File: config.mk
export PLATFORM = sky130hd
export DESIGN_NAME = div16_nr
export DESIGN_NICKNAME = d
export VERILOG_FILES = /design/src/rtl/div_pkg.sv /design/src/rtl/addsub17.sv /design/src/rtl/div16_nr.sv
export SDC_FILE = /design/constraint.sdc
export NUM_CORES = 1
export LEC_CHECK = 0
export BUFFER_PORTS_ARGS = -buffer_cell sky130_fd_sc_hd__buf_2
export CORE_MARGIN = 1.5
export CORE_UTILIZATION = 58
export CTS_BUF_LIST = sky130_fd_sc_hd__clkbuf_16
export DETAILED_ROUTE_END_ITERATION = 6
export PLACE_DENSITY = 0.86
export SYNTH_ARGS = -nofsm -noshare
export SYNTH_HDL_FRONTEND = slang
export SYNTH_SLANG_ARGS = --single-unit
File: constraint.sdc
create_clock -name clk -period 4 [get_ports clk]
set_clock_uncertainty 0.2 [all_clocks]
set_input_delay 0.2 -clock clk [delete_from_list [all_inputs] [get_ports clk]]
set_output_delay 0.2 -clock clk [all_outputs]
set_load 0.02 [all_outputs]
File: src/rtl/div_pkg.sv
// Shared types and constants for the div16_nr non-restoring divider.
// No logic; imported by the divider top and its add/sub stage users.
package div_pkg;

  localparam int DIV_WIDTH = 16;
  localparam int CNT_W     = $clog2(DIV_WIDTH);

  typedef enum logic [1:0] {
    IDLE,
    ITER,
    FIX,
    DONE
  } state_t;

endpackage

File: src/rtl/addsub17.sv
// Combinational add/subtract stage: s = sub ? x - y : x + y (two's complement, carry out dropped).
// Zero latency; no flow control.
module addsub17 #(
  parameter int N = 17
) (
  input  logic         sub,
  input  logic [N-1:0] x,
  input  logic [N-1:0] y,
  output logic [N-1:0] s
);

  logic [N-1:0] y_eff;

  assign y_eff = y ^ {N{sub}};
  assign s     = x + y_eff + {{(N-1){1'b0}}, sub};

endmodule

File: src/rtl/div16_nr.sv
// Sequential non-restoring divider, one quotient bit per clock; ready 18 cycles after start (1 for b==0).
// start is ignored while busy; DIV16_SIGNED_EN adds a sgn input for signed division.
module div16_nr
  import div_pkg::*;
#(
  parameter int WIDTH = DIV_WIDTH
) (
  input  logic             clk,
  input  logic             rst,
`ifdef DIV16_SIGNED_EN
  input  logic             sgn,
`endif
  input  logic             start,
  input  logic [WIDTH-1:0] a,
  input  logic [WIDTH-1:0] b,
  output logic [WIDTH-1:0] q,
  output logic [WIDTH-1:0] r,
  output logic             busy,
  output logic             ready,
  output logic             dz
);

  state_t state, state_nxt;

  logic [WIDTH:0]     rem;
  logic [WIDTH-1:0]   quo;
  logic [WIDTH-1:0]   dvs;
  logic [CNT_W-1:0]   cnt;
  logic               neg_q;
  logic               neg_r;

  logic               load_run;
  logic               load_zero;
  logic               iter_en;
  logic               fix_en;

  logic               sgn_in;
  logic               a_neg;
  logic               b_neg;
  logic [WIDTH-1:0]   a_mag;
  logic [WIDTH-1:0]   b_mag;

  logic               as_sub;
  logic [WIDTH:0]     as_x;
  logic [WIDTH:0]     as_y;
  logic [WIDTH:0]     as_s;

  logic [WIDTH:0]     rem_fix;
  logic [WIDTH-1:0]   q_fix;
  logic [WIDTH-1:0]   r_fix;

`ifdef DIV16_SIGNED_EN
  assign sgn_in = sgn;
`else
  assign sgn_in = 1'b0;
`endif

  // Signed mode divides magnitudes; the signs are reapplied in FIX.
  assign a_neg = sgn_in & a[WIDTH-1];
  assign b_neg = sgn_in & b[WIDTH-1];
  assign a_mag = a_neg ? (~a + WIDTH'(1)) : a;
  assign b_mag = b_neg ? (~b + WIDTH'(1)) : b;

  always_ff @(posedge clk) begin
    if (rst) begin
      state <= IDLE;
    end else begin
      state <= state_nxt;
    end
  end

  always_comb begin
    state_nxt = state;
    load_run  = 1'b0;
    load_zero = 1'b0;
    iter_en   = 1'b0;
    fix_en    = 1'b0;
    case (state)
      IDLE, DONE: begin
        state_nxt = IDLE;
        if (start) begin
          if (b == '0) begin
            load_zero = 1'b1;
            state_nxt = DONE;
          end else begin
            load_run  = 1'b1;
            state_nxt = ITER;
          end
        end
      end
      ITER: begin
        iter_en = 1'b1;
        if (cnt == CNT_W'(WIDTH - 1)) begin
          state_nxt = FIX;
        end
      end
      FIX: begin
        fix_en    = 1'b1;
        state_nxt = DONE;
      end
      default: state_nxt = IDLE;
    endcase
  end

  // One add/sub stage serves both the iteration step and the final correction.
  always_comb begin
    as_sub = 1'b0;
    as_x   = rem;
    as_y   = {1'b0, dvs};
    if (state == ITER) begin
      as_x   = {rem[WIDTH-1:0], quo[WIDTH-1]};
      as_sub = ~rem[WIDTH];
    end
  end

  addsub17 #(.N(WIDTH + 1)) u_addsub (
    .sub (as_sub),
    .x   (as_x),
    .y   (as_y),
    .s   (as_s)
  );

  assign rem_fix = rem[WIDTH] ? as_s : rem;
  assign q_fix   = neg_q ? (~quo + WIDTH'(1)) : quo;
  assign r_fix   = neg_r ? (~rem_fix[WIDTH-1:0] + WIDTH'(1)) : rem_fix[WIDTH-1:0];

  always_ff @(posedge clk) begin
    if (rst) begin
      rem   <= '0;
      quo   <= '0;
      dvs   <= '0;
      cnt   <= '0;
      neg_q <= 1'b0;
      neg_r <= 1'b0;
      q     <= '0;
      r     <= '0;
      dz    <= 1'b0;
    end else begin
      if (load_run) begin
        rem   <= '0;
        quo   <= a_mag;
        dvs   <= b_mag;
        cnt   <= '0;
        neg_q <= a_neg ^ b_neg;
        neg_r <= a_neg;
      end
      if (load_zero) begin
        q  <= '1;
        r  <= a;
        dz <= 1'b1;
      end
      if (iter_en) begin
        rem <= as_s;
        quo <= {quo[WIDTH-2:0], ~as_s[WIDTH]};
        cnt <= cnt + CNT_W'(1);
      end
      if (fix_en) begin
        q  <= q_fix;
        r  <= r_fix;
        dz <= 1'b0;
      end
    end
  end

  assign busy  = (state == ITER) || (state == FIX);
  assign ready = (state == DONE);

endmodule

# Word level (Yosys, flattened, before mapping)
# Index checks and enable logic that the tools add are counted.
# word_totals
register_bits	88
input_bits	35
out_inout_bits	35
word_cells	51
# op_classes
addsub	3
n_eq_ne	5
n_mux	25
n_bitwise	3
n_reduce_logical	7
# ops
operator	n
two-way mux 16 bit	7
two-way mux 17 bit	3
adder 17 x 1 -> 17 bit	1
adder 17 bit	1
bitwise XOR 16 x 17 -> 17 bit	1
logical NOT 16 bit	1
two-way mux 1 bit	9
two-way mux 4 bit	2
two-way mux 2 bit	3
one-hot mux 2 bit (3 select lines)	1
adder 4 x 1 -> 4 bit, second input constant	1
== test 2 bit, second input constant	2
== test 4 bit, second input constant	1
nonzero test 2 bit	2
OR reduction 2 bit	2
== test 2 x 1 -> 1 bit, second input constant	1
logical NOT 2 bit	1
inequality test 2 bit, second input constant	1
inverter 1 bit	2
logical OR 1 bit	1

# Longest topological paths before layout
# Gate-level depths: netlist of the first run.
# logic_depth
ltp_word	7
depth_mapped	16
depth_no_buf	13

# By module
# Synthesis of the first run repeated with hierarchy kept, for this count alone.
# hier_totals
cells_unflattened	604
hier_area_um2	5159.9
# modules_own_cells
mod	instances	cells_each	area_per_inst_um2	seq_area_each_um2
div16_nr	1	468	4155.2	1761.7
addsub17	1	136	1004.7	0.0

# Least setup slack after synthesis of the first run
# No wires, ideal clock.
# synth_timing
kind	reg-to-reg
from	reg state[1]
to	reg r[14]
setup_time_ns	0.134
arrival_ns	3.346
required_time_ns	3.666
slack_ns	0.320
path_stages_with_launch	16
path_buffers	3
period_less_slack_ns	3.680
path_cell_list	dfxtp_1 > inv_1 > ha_1 > buf_6 > clkbuf_1 > nand2_1 > clkbuf_1 > xnor2_1 > ha_1 > a21o_1 > a21oi_1 > a31oi_1 > a221oi_1 > xnor2_1 > a211oi_1 > a211oi_1
# synth_between
elab_chain_len	7
elab_cells_between_ends	15
cone_classes	2 x add/sub; 3 x eq/ne; 6 x mux; 1 x bitwise; 3 x reduce/logical
# synth_rtl
item	line	text
start, declared	div16_nr.sv:23	state_t state, state_nxt;
start signal, assigned	div16_nr.sv:68	state <= state_nxt;
== test 2 x 1 -> 1 bit	div16_nr.sv:110	if (state == ITER) begin
two-way mux 1 bit	div16_nr.sv:110	
bitwise XOR 16 x 17 -> 17 bit	addsub17.sv:14	assign y_eff = y ^ {N{sub}};
adder 17 bit	addsub17.sv:15	assign s = x + y_eff + {{(N-1){1'b0}}, sub};
adder 17 x 1 -> 17 bit	addsub17.sv:15	
two-way mux 16 bit	div16_nr.sv:123	assign rem_fix = rem[WIDTH] ? as_s : rem;
two-way mux 16 bit	div16_nr.sv:157	if (fix_en) begin
end signal, assigned	div16_nr.sv:159	r <= r_fix;
end, declared	div16_nr.sv:17	output logic [WIDTH-1:0] r,
# Several ways; a longest one is shown, not always the timed one.
# A chain may end at the register's enable or synchronous reset.

# Worst setup path after layout of the first run
# layout_timing
from	reg state[0]
to	reg r[14]
# Same word-level chain as after synthesis.

==> results of run 1 <==
## final timing paths
| kind | endpoint | slack, ps | depth (start not counted) |
|---|---|---|---|
| worst max-delay path | r[14] | 400 | 11 |
| worst min-delay path | r[5] | 30 | 3 |
| worst max register to register | r[14] | 400 | 11 |
| worst min register to register | dvs[4] | 270 | 2 |
## cells by family after synthesis
logic type / share of synthesized area [%]
AOI/OAI and AO/OA: 23.1
muxes: 7.28
xor gates and xnor gates: 5.48
adders and majority gates: 5.20
DFF: 35.6
buffers and inverters: 4.88
and+or+nand+nor: 18.5
## stage by stage
| step | utilization [%] | instances | setup WS, ps |
|---|---|---|---|
| 2_1_floorplan | - | 621 | 320 |
| 3_3_place_gp | 64.1 | 758 | 608 |
| 3_5_place_dp | 64.1 | 758 | 426 |
| 4_1_cts | 69.8 | 791 | 433 |
| 5_1_grt | 69.8 | 791 | 156 |
| 6_report | 69.8 | 791 | 399 |
## worst max-delay path, delay by kind of cell (launching register included)
family | cells | cell delay (ps)
buffers and inverters | 1 | 260
xor gates and xnor gates | 1 | 150
AOI/OAI and AO/OA | 6 | 1420
adders and majority gates | 2 | 670
muxes | 1 | 360
DFF | 1 | 390
## cell type report
type | instances | area, um2 | share of cell area (%)
multi-input cells | 477 | 2950 | 51.3
flip-flops and latches | 88 | 1760 | 30.6
repair buffers | 94 | 576 | 9.99
clock buffers | 9 | 225 | 3.91
well taps | 105 | 131 | 2.28
clock inverters | 7 | 71.3 | 1.24
inverters | 11 | 41.3 | 0.717
## cells in the final DEF, fill, tap and decap left out, types with 3 or more instances in the layout
| cell type | n |
|---|---|
| nor2_1 | 63 |
| o21ai_1 | 5 |
| nor4_1 | 4 |
| o211ai_1 | 3 |
| nor3_1 | 5 |
| mux2i_1 | 12 |
| a21o_1 | 7 |
| inv_1 | 11 |
| ha_1 | 18 |
| dfxtp_1 | 88 |
| a2bb2oi_1 | 3 |
| a31oi_1 | 8 |
| a221oi_1 | 4 |
| nor2b_1 | 8 |
| nand2_1 | 95 |
| a21oi_1 | 98 |
| mux2_2 | 20 |
| a211oi_1 | 8 |
| clkbuf_16 | 9 |
| nand3_1 | 7 |
| buf_2 | 69 |
| and3_1 | 10 |
| o21a_1 | 4 |
| xor2_1 | 6 |
| xnor2_1 | 25 |
| buf_4 | 8 |
| o21ai_0 | 25 |
| dlygate4sd3_1 | 17 |
| a22o_1 | 4 |
## routing by layer
metal / part of all wire (%) / vias to the layer above
met4: 3.1 / 0
li1: - / 2291
met5: 0 / -
met3: 6.6 / 39
met1: 42 / 2188
met2: 48 / 199
## registers in the layout, indices dropped and copies added (netlist names)
| register | flops |
|---|---|
| dz | 1 |
| quo | 16 |
| rem | 17 |
| r | 16 |
| q | 16 |
| dvs | 16 |
| cnt | 4 |
| state | 2 |
## power by group
group / switching, mW / internal [mW] / leakage, nW
logic: 1.29 / 0.797 / 1.56
registers: 0.168 / 1.08 / 0.717
clock network: 0.364 / 0.485 / 0.144
## what timing repair did
action / in CTS / in global routing
hold buffers: 17 / 0
gates resized for setup: 0 / 0
hold endpoints to repair: 16 / 0
==> results.py, run 1 <==
metrics = {
    "worst_setup_path": {
        "worstSetupStartpointType": "register",
        "cp-end-kind": "register",
        "crit_path_cell_trace": "ha_2, buf_4, mux2_2, ha_1, a21o_1, a21oi_1, a31oi_1, a221oi_1, xnor2_1, a211oi_1, a211oi_1",
        "startpoint": "state[0]",
        "path_max_fanout": 16,
        "slowest_delay_ps": 390,
        "path_class": "register to register",
        "required_ps": 4000,
        "cpMostUsedCell": "a211oi_1",
        "cpMaxStageDelayCell": "dfxtp_1",
        "cp.arrival_ps": 3600,
        "r2r-start": "state[0]",
    },
    "die": {
        "die_w_um": 95.4,
        "die_h_um": 95.4,
        "floorplan.initialDensity_pct": 60.0,
        "ioPinCount": 70,
        "dieArea_um2": 9100,
        "rows": 33,
        "fp.coreArea_um2": 8260,
    },
    "cts": {
        "post_cts_buffers": 0,
        "cts_buffers": 9,
        "cts_num_sinks": 88,
        "clockRootBuffer": "clkbuf_16",
        "cts_max_level": 3,
        "clk_latency_ps": 340,
        "ctsLongestPathBuffers": 2,
        "cts.clk_slew.worst_paths_ps": 60,
        "cts_tree": "built",
    },
    "global_routing": {
        "grt_overflow": 0,
        "antenna_found_initial": 0,
        "grt_busiest_layer": "met2",
        "use_met3_pct": 5.26,
        "grt_pass1_wl_mm": 19.8,
        "grt_pass1_vias": 4288,
        "grt_max_degree": 48,
        "grt_usage_pct": 28.3,
        "grtUsageMet2_pct": 48.8,
        "met1_usage_pct": 34.1,
    },
    "flow_run": {
        "max_cap_viol_count": 0,
    },
    "timing": {
        "slew_headroom_pct": 46.5,
        "fmax_ghz": 0.278,
        "setup_tns_ps": 0,
        "worst_hold_slack_ps": 31.3,
        "finalMaxSlewViolations": 0,
        "hold_viol_final": 0,
        "fin_crit_sh_pct": 90.0,
        "rsz0062_at_grt": "no",
        "fin_crit_ps": 3600,
        "setup_viol": 0,
        "tightest_slew_ps": 802,
    },
    "worst_hold_path": {
        "hp-start": "a[5]",
        "hold_class": "input port to register",
    },
    "drt": {
        "routed_wirelength_mm": 12.5,
        "drt_pass1_iterations": 5,
        "via_per_inst": 5.96,
        "drtAntennaViolNets": 0,
        "vias": 4717,
        "wl_per_cell_um": 15.8,
        "drtIter0Drc": 279,
        "drcViolationCount": 0,
    },
    "synthesis": {
        "synth_warnings": 0,
        "ys_top_cells_by_area": "dfxtp_1 (36%), a21oi_1 (9.9%), nand2_1 (7.2%)",
        "synth_common_cells": "a21oi_1 (98), nand2_1 (95), dfxtp_1 (88)",
        "synth_most_common_cell": "a21oi_1",
        "synth-edff-count": 0,
        "yosysTopAreaCell": "dfxtp_1",
        "avgSynthCellArea_um2": 7.97,
        "synth_cells": 621,
        "synth-main-ff-cell": "dfxtp_1",
        "ys_types": 60,
        "synth.top_cell.area_share_pct": 35.6,
        "ys_seq_area_share_pct": 35.6,
        "ys_seq_elements": 88,
        "syn_nets": 676,
        "syn_area_um2": 4950,
        "async_flop_share_pct": 0,
    },
    "power_and_ir_drop": {
        "p_per_area_nw_per_um2": 727,
        "ir_drop_uv": 334,
        "leakagePower_nw": 2.42,
        "p_total_mw": 4.19,
    },
    "placement": {
        "place_hpwl_mm": 8.80,
        "post_dp_cell_area_um2": 5290,
        "gp_congestion": 0.935,
        "port-buffer-count": 69,
    },
    "finish": {
        "finalNetCount": 736,
        "filler_cell_count": 665,
        "drive_gt1_share_pct": 18.7,
        "num_antenna_cells": 0,
        "final_area_um2": 5760,
        "syn_to_final_growth_pct": 16.3,
    },
    "outcome": {
        "status": "complete, no violations",
    },
}
No activity file was read; power rests on OpenSTA's default activity.
==> run 2: changes to the inputs <==
--- a/config.mk
+++ b/config.mk
@@ -6,7 +6,6 @@
 export NUM_CORES = 1
 export LEC_CHECK = 0
 export BUFFER_PORTS_ARGS = -buffer_cell sky130_fd_sc_hd__buf_2
-export CORE_MARGIN = 1.5
 export CORE_UTILIZATION = 58
 export CTS_BUF_LIST = sky130_fd_sc_hd__clkbuf_16
 export DETAILED_ROUTE_END_ITERATION = 6
==> constraint.sdc (replaced) <==
create_clock -name clk -period 4 [get_ports clk]
set_clock_uncertainty 0.2 [all_clocks]
set_input_delay 0.4 -clock clk [delete_from_list [all_inputs] [get_ports clk]]
set_output_delay 0.4 -clock clk [all_outputs]
set_load 0.02 [all_outputs]
==> results.py, run 2 (synthesis results as in run 1) <==
metrics = {
    "outcome": {
        "status": "complete, no violations",
    },
    "drt": {
        "drtAntennaViolNets": 0,
        "drtIter0Drc": 325,
        "routed_wirelength_mm": 12.9,
        "drt_pass1_iterations": 5,
        "wl_per_cell_um": 16.6,
        "drcViolationCount": 0,
        "vias": 4716,
        "via_per_inst": 6.09,
    },
    "die": {
        "fp.coreArea_um2": 8260,
        "rows": 33,
        "floorplan.initialDensity_pct": 60.0,
        "dieArea_um2": 8910,
        "die_w_um": 94.4,
        "die_h_um": 94.4,
        "ioPinCount": 70,
    },
    "global_routing": {
        "grt_usage_pct": 29.6,
        "grt_overflow": 0,
        "grt_pass1_wl_mm": 20.4,
        "grt_max_degree": 50,
        "antenna_found_initial": 0,
        "grt_pass1_vias": 4380,
    },
    "cts": {
        "clockRootBuffer": "clkbuf_16",
        "ctsResizeCount": 0,
        "cts_buffers": 9,
        "cts_tree": "built",
        "cts.clk_slew.worst_paths_ps": 70,
        "post_cts_buffers": 0,
        "clk_latency_ps": 340,
        "cts_num_sinks": 88,
        "hold_buffers": 0,
        "ctsLongestPathBuffers": 2,
        "cts_max_level": 3,
    },
    "power_and_ir_drop": {
        "leakagePower_nw": 2.35,
        "p_per_area_nw_per_um2": 744,
        "ir_drop_uv": 307,
    },
    "placement": {
        "port-buffer-count": 69,
        "place_hpwl_mm": 9.01,
        "post_dp_cell_area_um2": 5300,
        "gp_congestion": 0.959,
    },
    "finish": {
        "num_antenna_cells": 0,
        "largest_reg_flops": 17,
        "final_area_um2": 5580,
        "finalNetCount": 720,
        "final_cell_mix": "a21oi_1 (98), nand2_1 (95), dfxtp_1 (88)",
        "drive_gt1_share_pct": 19.3,
        "final_common_cell": "a21oi_1",
        "regMostFlops": "rem",
        "syn_to_final_growth_pct": 12.7,
    },
    "timing": {
        "fmax_ghz": 0.275,
        "fin_crit_ps": 3630,
        "fin_crit_sh_pct": 90.8,
        "finalMaxSlewViolations": 0,
        "setup_viol": 0,
        "hold_viol_final": 0,
        "setup_tns_ps": 0,
        "rsz0062_at_grt": "no",
        "slew_headroom_pct": 46.7,
        "tightest_slew_ps": 800,
    },
    "worst_setup_path": {
        "path_max_fanout": 16,
        "cp-end-kind": "register",
        "r2r-start": "state[0]",
        "cp.arrival_ps": 3720,
        "path_class": "register to register",
        "startpoint": "state[0]",
        "worstSetupStartpointType": "register",
        "required_ps": 4090,
    },
    "worst_hold_path": {
        "hp-start": "b[8]",
        "hold_class": "input port to register",
    },
    "flow_run": {
        "max_cap_viol_count": 0,
    },
}
## run 2: worst max-delay path: stages (launching register included)
cell,delay (ps)
dfxtp_1,390
ha_2,410
nand2_1,160
xnor2_1,250
inv_1,100
fa_1,440
nor2b_1,180
o2111ai_1,170
a31oi_1,430
a21oi_1,150
o221ai_1,220
xor2_1,260
o221a_2,220
## run 2: metrics by stage
| step | hold WS, ps | cells | util, % | power [mW] | setup slack [ps] |
|---|---|---|---|---|---|
| after floorplan | 246 | 621 | - | 2.84 | 320 |
| after global placement | 258 | 759 | 64.2 | 3.24 | 604 |
| after detailed placement | 264 | 759 | 64.2 | 3.32 | 443 |
| after CTS | 102 | 775 | 67.6 | 4.13 | 421 |
| after global routing | 114 | 775 | 67.6 | 4.43 | 72.0 |
| final | 102 | 775 | 67.6 | 4.15 | 370 |
## run 2: worst paths after layout
check,to,slack (ps),cells past startpoint
hold / removal,dvs[8],100,3
setup reg to reg,r[12],370,12
hold reg to reg,dvs[15],270,2
setup / recovery,r[12],370,12
## run 2: final cells by class
cell class / instances / area (um2)
clock inverter: 7 / 55.1
clock buffer: 9 / 225
sequential: 88 / 1760
fill: 693 / 2680
tap: 105 / 131
inverter: 11 / 41.3
timing repair buffer: 78 / 413
multi-input combinational: 477 / 2950
## run 2: power by group
group          internal, mW  switching [mW]  total, mW
clock network         0.428           0.374      0.802
logic                 0.783            1.32       2.10
registers              1.08           0.170       1.25
## run 2: layer usage
layer  track usage, %  vias up  wire [um]
li1                 -     2275          -
met1             36.1     2204       5470
met2             50.3      204       6140
met3             6.20       33        850
met4             12.7        0        401
met5                0        -          0
==> run 3: changes to the inputs <==
--- a/config.mk
+++ b/config.mk
@@ -6,10 +6,11 @@
 export NUM_CORES = 1
 export LEC_CHECK = 0
 export BUFFER_PORTS_ARGS = -buffer_cell sky130_fd_sc_hd__buf_2
-export CORE_UTILIZATION = 58
+export CORE_UTILIZATION = 40
 export CTS_BUF_LIST = sky130_fd_sc_hd__clkbuf_16
 export DETAILED_ROUTE_END_ITERATION = 6
-export PLACE_DENSITY = 0.86
+export PLACE_DENSITY = 0.64
 export SYNTH_ARGS = -nofsm -noshare
 export SYNTH_HDL_FRONTEND = slang
+export SYNTH_HIERARCHICAL = 1
 export SYNTH_SLANG_ARGS = --single-unit
==> results.py, run 3 <==
metrics = {
    "timing": {
        "setup_tns_ps": 0,
        "fin_crit_sh_pct": 94.2,
        "rsz0062_at_grt": "no",
        "setup_ws_ps": 232,
        "slew_headroom_pct": 20.7,
        "fin_crit_ps": 3770,
        "finalMaxSlewViolations": 0,
        "fmax_ghz": 0.265,
        "tightest_slew_ps": 1190,
        "setup_viol": 0,
        "hold_viol_final": 0,
    },
    "die": {
        "dieArea_um2": 13400,
        "floorplan.initialDensity_pct": 40.9,
        "die_w_um": 116,
        "rows": 41,
        "ioPinCount": 70,
        "fp.coreArea_um2": 12600,
        "die_h_um": 116,
    },
    "synthesis": {
        "ys_seq_area_share_pct": 34.1,
        "syn_nets": 659,
        "synth_warnings": 6,
        "synth_common_cells": "dfxtp_1 (88), nand2_1 (78), a21oi_1 (65)",
        "synth-edff-count": 0,
        "ys_types": 58,
        "synth.top_cell.area_share_pct": 34.1,
        "avgSynthCellArea_um2": 8.54,
        "async_flop_share_pct": 0,
        "ys_top_cells_by_area": "dfxtp_1 (34%), a21oi_1 (6.3%), nand2_1 (5.7%)",
        "synth_cells": 604,
        "ys_seq_elements": 88,
        "synth-main-ff-cell": "dfxtp_1",
        "syn_area_um2": 5160,
        "synth_most_common_cell": "dfxtp_1",
        "yosysTopAreaCell": "dfxtp_1",
    },
    "finish": {
        "final_common_cell": "dfxtp_1",
        "num_antenna_cells": 0,
        "drive_gt1_share_pct": 22.2,
        "multi_input_area_um2": 3040,
        "final_util_pct": 47.1,
        "largest_reg_flops": 17,
        "finalNetCount": 707,
        "regMostFlops": "rem",
        "final_cell_mix": "dfxtp_1 (88), nand2_1 (78), buf_2 (69)",
        "fin_cells": 829,
        "layout.area.seq_um2": 1760,
        "filler_cell_count": 1255,
        "syn_to_final_growth_pct": 15.2,
    },
    "global_routing": {
        "grt_pass1_wl_mm": 21.6,
        "grt_pass1_vias": 4353,
        "grt_max_degree": 44,
        "grt_overflow": 0,
        "grt_usage_pct": 20.6,
        "antenna_found_initial": 0,
    },
    "power_and_ir_drop": {
        "leakagePower_nw": 2.35,
        "p_total_mw": 4.39,
        "power_switching_mw": 1.93,
        "p_per_area_nw_per_um2": 739,
        "p_int_mw": 2.46,
        "ir_drop_uv": 308,
        "switching_share_pct": 43.9,
        "p_seq_share_pct": 28.9,
        "clockPowerShare_pct": 19.9,
        "pwr-share-comb_pct": 51.2,
    },
    "drt": {
        "vias": 4586,
        "drt_pass1_iterations": 5,
        "drtIter0Drc": 441,
        "routed_wirelength_mm": 13.1,
        "wl_per_cell_um": 15.7,
        "drcViolationCount": 0,
        "drtAntennaViolNets": 0,
        "via_per_inst": 5.53,
    },
    "flow_run": {
        "max_cap_viol_count": 0,
    },
    "cts": {
        "clockRootBuffer": "clkbuf_16",
        "ctsLongestPathBuffers": 2,
        "hold_buffers": 0,
        "cts_num_sinks": 88,
        "cts.clk_slew.worst_paths_ps": 70,
        "cts_max_level": 3,
        "clk_latency_ps": 350,
        "cts_tree": "built",
        "cts_buffers": 9,
    },
    "worst_setup_path": {
        "r2r_cells": 14,
        "required_ps": 4000,
        "cp.arrival_ps": 3770,
        "cp-end-kind": "register",
        "worstSetupStartpointType": "register",
        "timing.rr.end": "r[14]",
        "r2r-start": "state[0]",
        "path_max_fanout": 17,
        "reg2reg_slack_ps": 230,
        "path_class": "register to register",
    },
    "worst_hold_path": {
        "hp-start": "b[7]",
        "whs_path_depth": 3,
        "min_to": "dvs[7]",
        "hold_class": "input port to register",
    },
    "placement": {
        "place_hpwl_mm": 9.57,
        "pre_cts_slack_ps": 236,
        "placedCellCount": 813,
        "gp_congestion": 0.875,
        "port-buffer-count": 69,
    },
    "outcome": {
        "status": "complete, no violations",
    },
}
==> run 3: cell count changes in the layout (fill, tap and decap cells not counted), moves of 9 or more <==
cell / change
a21oi_1: -33
xnor2_1: -18
nand3b_1: +17
o32ai_1: +16
xor2_1: +16
a221oi_1: +17
a221oi_2: +9
nor3_2: +9
inv_1: +32
nor2_1: -38
nand2_1: -17
==> run 3: cell type report <==
type / instances / area share [%]
Sequential cell: 88 / 29.6
Tap cell: 172 / 3.62
Clock inverter: 7 / 1.41
Timing Repair Buffer: 84 / 7.77
Clock buffer: 9 / 3.79
Multi-Input combinational cell: 427 / 51.1
Inverter: 42 / 2.65
==> run 3: worst max-delay path by stage <==
stage	startpoint	to	slack (ps)	depth (start not counted)
4_1_cts	state[0]	r[14]	210	14
5_1_grt	state[0]	r[14]	9	14
3_3_place_gp	state[0]	r[14]	390	14
2_1_floorplan	rem[16]	quo[0]	6	15
6_report	state[0]	r[14]	230	14
3_5_place_dp	state[0]	r[14]	240	14
==> run 3: routing by layer <==
metal	vias up	GRT usage (%)	wire length (um)
li1	2255	-	-
met1	2180	28.2	6310
met2	141	32.0	5890
met3	10	4.29	712
met4	0	7.01	142
met5	-	0	0
==> run 3: logic make-up after synthesis <==
| family | after synthesis | synth area share (%) |
|---|---|---|
| simple gates | 175 | 17.8 |
| xor+xnor | 29 | 4.92 |
| other cells | 1 | 0.0727 |
| flops | 88 | 34.1 |
| buf+inv | 89 | 7.15 |
| compound gates | 168 | 23.9 |
| mux | 34 | 7.01 |
| fa+ha+maj | 20 | 5.00 |
==> run 3: power by group through the flow <==
stage                     Sequential, mW  Clock (mW)  Combinational, mW
after floorplan                     1.33           0               1.64
after global placement              1.27           0               2.17
after detailed placement            1.29           0               2.22
after CTS                           1.27       0.897               2.23
after global routing                1.30       0.936               2.50
final                               1.27       0.875               2.25
==> run 3: critical path, cell delays in order (launching register included) <==
cell,delay [ps]
dfxtp_1,390
ha_2,300
nor2b_1,210
buf_6,240
xor2_1,240
inv_1,100
fa_1,470
nor2b_4,130
o31a_1,190
a41oi_2,190
a31oi_4,280
o21ai_0,130
a211o_1,310
mux2i_1,150
o32ai_1,80
==> run 3: per-stage QoR <==
step           area [um2]  hold WS, ps
5_1_grt              5950         99.4
3_3_place_gp         5620          252
4_1_cts              5930         81.9
3_5_place_dp         5620          260
6_report             5950         96.5
2_1_floorplan        5160          248
==> run 3: timing repair <==
action / in CTS / in global routing
resized for setup: 0 / 2
endpoints found under the setup margin: 0 / 1
setup buffers: 0 / 0
